[src/rtl/aib_mac_chk_pkg.sv]
// Shared types and constants for the AIB MAC receive pattern checker.
package aib_mac_chk_pkg;

    localparam int SEQ_W           = 32;
    localparam int LOCK_BEATS_DEF  = 4;
    localparam int UNLOCK_ERRS_DEF = 8;

    typedef enum logic [1:0] {
        ST_IDLE   = 2'd0,
        ST_SEARCH = 2'd1,
        ST_LOCKED = 2'd2
    } chk_state_e;

endpackage

[src/rtl/aib_mac_seq_cmp.sv]
// Combinational check of one four-word beat against the incrementing sequence
// and against the expected first-word value.
module aib_mac_seq_cmp
    import aib_mac_chk_pkg::*;
#(
    parameter int DWIDTH = 40
) (
    input  logic [DWIDTH*8-1:0] beat_i,
    input  logic [SEQ_W-1:0]    expected_i,
    output logic                consistent_o,
    output logic                match_o,
    output logic [SEQ_W-1:0]    next_expected_o
);
    localparam int            WW      = 2 * DWIDTH;
    localparam logic [WW-1:0] HI_MASK = ~(WW'({SEQ_W{1'b1}}));

    logic [WW-1:0]    w0_s, w1_s, w2_s, w3_s;
    logic [SEQ_W-1:0] rf0_s;

    // A word is well formed when it holds the given sequence value and nothing above it.
    function automatic logic word_ok(input logic [WW-1:0] w, input logic [SEQ_W-1:0] seq);
        return ((w & HI_MASK) == '0) && (w[SEQ_W-1:0] == seq);
    endfunction

    assign w0_s  = beat_i[0*WW +: WW];
    assign w1_s  = beat_i[1*WW +: WW];
    assign w2_s  = beat_i[2*WW +: WW];
    assign w3_s  = beat_i[3*WW +: WW];
    assign rf0_s = w0_s[SEQ_W-1:0];

    assign consistent_o    = word_ok(w0_s, rf0_s)
                          && word_ok(w1_s, rf0_s + 32'd1)
                          && word_ok(w2_s, rf0_s + 32'd2)
                          && word_ok(w3_s, rf0_s + 32'd3);
    assign match_o         = consistent_o && (rf0_s == expected_i);
    assign next_expected_o = rf0_s + 32'd4;

endmodule

[config.mk]
export PLATFORM = sky130hd
export DESIGN_NAME = aib_mac_seq_cmp
export DESIGN_NICKNAME = d
export VERILOG_FILES = /design/src/rtl/aib_mac_chk_pkg.sv /design/src/rtl/aib_mac_seq_cmp.sv
export SDC_FILE = /design/constraint.sdc
export NUM_CORES = 1
export LEC_CHECK = 0
export ABC_AREA = 0
export BUFFER_PORTS_ARGS = -buffer_cell sky130_fd_sc_hd__buf_2
export CAP_MARGIN = 10
export CORE_AREA = 2 2 148 150
export DETAILED_ROUTE_END_ITERATION = 8
export DIE_AREA = 0 0 150 152
export GPL_TIMING_DRIVEN = 0
export PLACE_DENSITY = 0.62
export SLEW_MARGIN = 20
export SYNTH_ARGS = -nofsm -noshare
export SYNTH_HDL_FRONTEND = slang
export SYNTH_SLANG_ARGS = --single-unit
[constraint.sdc]
create_clock -name vclk -period 6.6
set_clock_uncertainty 0.15 [all_clocks]
set_input_delay 1.32 -clock vclk [all_inputs]
set_output_delay 1.32 -clock vclk [all_outputs]
set_load 0.05 [all_outputs]
# Word level (Yosys, flattened, before mapping)
# Index checks and enable logic that the tools add are counted.
dict set report totals {
  ff_bits 0
  input_bits 352
  output_inout_bits 34
  word_cells 19
}
dict set report classes {
  n_addsub 4
  n_eq_ne 4
  reduce_logical 11
}
# cell count
set ops {}
lappend ops {{zero test 80 bit} 4}
lappend ops {{== test 32 bit} 4}
lappend ops {{adder 32 x 2 -> 32 bit, second input constant} 2}
lappend ops {{adder 32 x 1 -> 32 bit, second input constant} 1}
lappend ops {{adder 32 x 3 -> 32 bit, second input constant} 1}
lappend ops {{logical AND 1 bit} 7}

# Depth between registers and ports, before layout
dict set report depth {
  ltp_word 7
  depth_mapped 13
  mapped_depth_nobuf 10
}

# Worst setup path before layout
# Ideal clock, no wire load.
dict set report synth_timing {
  path_type {input-to-output}
  startpoint {in beat_i[1]}
  endpoint {out consistent_o}
  t_arrival_ns 4.168
  required_time_ns 5.130
  setup_slack_ns 0.962
  cell_stages 11
  n_path_buf 2
  path_cell_list {ha_1 buf_2 nand3_1 clkbuf_1 nor4_1 a21oi_1 or4_1 or4_1 nor3_1 and4bb_1 and4_1}
}
dict set report synth_via {
  elab_chain_cells 6
  elab_cells_between_ends 12
  cone_classes {add/sub (3); eq/ne (3); reduce/logical (6)}
}
# item line
set synth_rtl {}
lappend synth_rtl {{from (decl)} aib_mac_seq_cmp.sv:8} ;# input logic [DWIDTH*8-1:0] beat_i,
lappend synth_rtl {{adder 32 x 1 -> 32 bit} aib_mac_seq_cmp.sv:32} ;# && word_ok(w1_s, rf0_s + 32'd1)
lappend synth_rtl {{== test 32 bit} aib_mac_seq_cmp.sv:22} ;# return ((w & HI_MASK) == '0) && (w[SEQ_W-1:0] == seq);
lappend synth_rtl {{logical AND 1 bit} aib_mac_seq_cmp.sv:22}
lappend synth_rtl {{logical AND 1 bit} aib_mac_seq_cmp.sv:32}
lappend synth_rtl {{logical AND 1 bit} aib_mac_seq_cmp.sv:33} ;# && word_ok(w2_s, rf0_s + 32'd2)
lappend synth_rtl {{logical AND 1 bit *} aib_mac_seq_cmp.sv:34} ;# && word_ok(w3_s, rf0_s + 32'd3);
lappend synth_rtl {{to (decl)} aib_mac_seq_cmp.sv:10} ;# output logic consistent_o,
# Mark *: on every way between the ends. The rest lies on a longest branch, timed or not.

# Final worst setup path
dict set report layout_timing {
  startpoint {in beat_i[0]}
  endpoint {out match_o}
}
dict set report layout_via {
  elab_chain_cells 7
  elab_cells_between_ends 14
  cone_classes {add/sub (3); eq/ne (4); reduce/logical (7)}
}
# item line
set layout_rtl {}
lappend layout_rtl {{adder 32 x 1 -> 32 bit} aib_mac_seq_cmp.sv:32}
lappend layout_rtl {{== test 32 bit} aib_mac_seq_cmp.sv:22}
lappend layout_rtl {{logical AND 1 bit} aib_mac_seq_cmp.sv:22}
lappend layout_rtl {{logical AND 1 bit} aib_mac_seq_cmp.sv:32}
lappend layout_rtl {{logical AND 1 bit} aib_mac_seq_cmp.sv:33}
lappend layout_rtl {{logical AND 1 bit} aib_mac_seq_cmp.sv:34}
lappend layout_rtl {{logical AND 1 bit *} aib_mac_seq_cmp.sv:35} ;# assign match_o = consistent_o && (rf0_s == expected_i);
lappend layout_rtl {{to (decl)} aib_mac_seq_cmp.sv:11} ;# output logic match_o,
# Marks and branches as above.

==> flow_summary.json <==
{
  "place_congestion": 1.00,
  "top_level_ports": 386,
  "grt_pass1_wl_um": 41900,
  "grt_pass1_vias": 7168,
  "busiest_layer": "met2",
  "path_max_fanout": 10,
  "cpLargestDelayFamily": "simple AND/OR/NAND/NOR gates",
  "period_share_pct": 99.1,
  "nFillCells": 2386,
  "slew_violations": 0,
  "max_stage_delay_ps": 520,
  "drc_errors": 0,
  "drtIter0Drc": 814,
  "crit_cells": 13,
  "hold_slack_ps": 2940,
  "ant_nets": 0,
  "synth_most_common_cell": "xnor2_1",
  "yosysSeqAreaShare_pct": 0,
  "placed_area_mm2": 0.00691,
  "grt_use_met1_pct": 29.6,
  "cpMaxStageDelayCell": "ha_1",
  "layout-drive-gt1-share_pct": 37.7,
  "seq_cells": 0,
  "tightest_slew_ps": 914,
  "die_h_um": 152,
  "grt_antenna_before_repair": 6,
  "postSynthCellCount": 726,
  "syn_to_final_growth_pct": 49.2,
  "die-area_mm2": 0.0228,
  "crit_path_end": "match_o",
  "use_met3_pct": 2.97,
  "start_util_pct": 22.0,
  "endpoint_kind": "output port",
  "multi_input_area_mm2": 0.00446,
  "n_clock_buffer": 0,
  "die_w_um": 150,
  "dr.pass1.iters": 8,
  "synth_fp_nets": 1083,
  "critPathBufInv": 5,
  "synth_top_area_share_pct": 21.7,
  "hold_viol": 0,
  "ir_worst_vdd_uv": 19.6,
  "track_usage_pct": 24.0,
  "ys_warn_count": 0,
  "synthDistinctLibCells": 66,
  "wl_per_cell_um": 21.2,
  "core_area_mm2": 0.0214,
  "hp-class": "input pin to output port",
  "grt_start_max_net_pins": 11,
  "startpoint": "beat_i[0]",
  "dpl.hpwl_um": 25300,
  "gr-total-overflow": 0,
  "vias_per_cell": 5.40,
  "crit_top_cell": "buf_2",
  "cp.required_ps": 5130,
  "start_kind": "input pin",
  "crit_arrival_ps": 5070,
  "syn_area_per_cell_um2": 6.46,
  "rsz0062_at_grt": "false",
  "gr-usage-met2_pct": 43.4,
  "design_area_mm2": 0.00699,
  "p_leak_nw": 2.78,
  "p_per_area_mw_per_mm2": 60.7,
  "numPortBuffers": 374,
  "timing.slew.headroom_pct": 38.5,
  "synth_top_area_cell": "xnor2_1",
  "synth_common_cells": "116 x xnor2_1, 69 x nor4_1, 63 x nand2_1",
  "synth_area_mm2": 0.00469,
  "synth.area.top_cells": "xnor2_1 22%, nor4_1 9.2%, xor2_1 7.7%",
  "worstPathCellList": "buf_2 -> buf_4 -> inv_1 -> ha_1 -> and4b_1 -> clkbuf_1 -> a32oi_1 -> o2111ai_1 -> nor4_1 -> nand4_1 -> and4bb_1 -> and4_1 -> buf_2",
  "period_needed_ps": 6540,
  "critPathKind": "input pin to output port",
  "status": "completed",
  "setup_viol": 0,
  "max_freq_mhz": 153,
  "final_util_pct": 32.8,
  "regArea_um2": 0,
  "maxCapViolCount": 0,
  "vias": 7488,
  "routed_wl_um": 29400,
  "rows": 54,
  "final_nets": 1460
}
report_power, final:
part	internal (W)	switching [W]	leakage (nW)	total, W
logic	0.000175	0.000249	2.78	0.000424
clock network	0.000000000122	0	0.0000380	0.000000000122
registers	0	0	0	0
total	0.000175	0.000249	2.78	0.000424
cell type report:
class              instances  area share (%)
multi-input cells        662            63.8
repair buffers           376            27.0
well taps                280            5.01
plain buffers             47            3.11
inverters                 16           0.859
diodes                     6           0.215
kinds of logic after synthesis:
logic type | synth area share [%]
muxes | 1.09
buffers and inverters | 5.95
xor gates and xnor gates | 29.3
adders and majority gates | 1.33
AOI/OAI and AO/OA | 17.4
and+or+nand+nor | 44.9
cell usage in the layout (no fill, tap or decap), types with 3 or more instances in the layout:
cell,instances
clkbuf_2,3
buf_1,7
a21o_1,5
or4_1,10
a22oi_1,4
a2111oi_0,4
nand2b_1,9
nor2_1,47
nand3_1,31
nor4_1,65
nor2b_1,5
ha_1,5
inv_1,16
o22ai_1,8
or3_1,10
clkbuf_1,17
a31oi_1,10
nor4_4,3
mux2i_1,4
a21oi_1,26
nor3_1,33
buf_2,389
xor2_1,41
a211oi_1,6
buf_4,7
nor4_2,3
xnor2_1,116
diode_2,6
a311oi_1,7
nand4_1,52
nor4b_1,4
o21ai_0,22
a32oi_1,3
nand2_1,63
and4_1,6
and3_1,6
nand3b_1,6
nor3b_1,4
how the worst min path moves through the flow:
stage                     slack [ps]  cells after the start                  to  startpoint
after floorplan                 2660                      1  next_expected_o[0]   beat_i[0]
after global placement          2930                      3  next_expected_o[2]   beat_i[2]
after detailed placement        2930                      3  next_expected_o[2]   beat_i[2]
after CTS                       2930                      3  next_expected_o[2]   beat_i[2]
after global routing            2950                      3  next_expected_o[0]   beat_i[0]
final                           2940                      3  next_expected_o[2]   beat_i[2]
repair_timing:
item,in CTS,in global routing
buffers inserted,0,2
setup endpoints to repair,2,2
resized for setup,4,8
hold buffers,0,0
pin swaps,0,1
metrics by stage:
stage / std cells / TNS, ps / power [W] / setup slack [ps]
6_report: 1387 / 0 / 0.000424 / 59.3
3_3_place_gp: 1380 / -698 / 0.000413 / -359
2_1_floorplan: 726 / 0 / 0.000220 / 962
3_5_place_dp: 1380 / -630 / 0.000416 / -320
5_1_grt: 1385 / 0 / 0.000453 / 31.9
4_1_cts: 1380 / 0 / 0.000419 / 44.6
layer usage:
layer	wire (um)	up-vias
met4	843	2
met2	14500	460
met5	9	-
met3	2660	53
met1	11400	3455
li1	-	3518
Power figures use the tool's default switching activity.
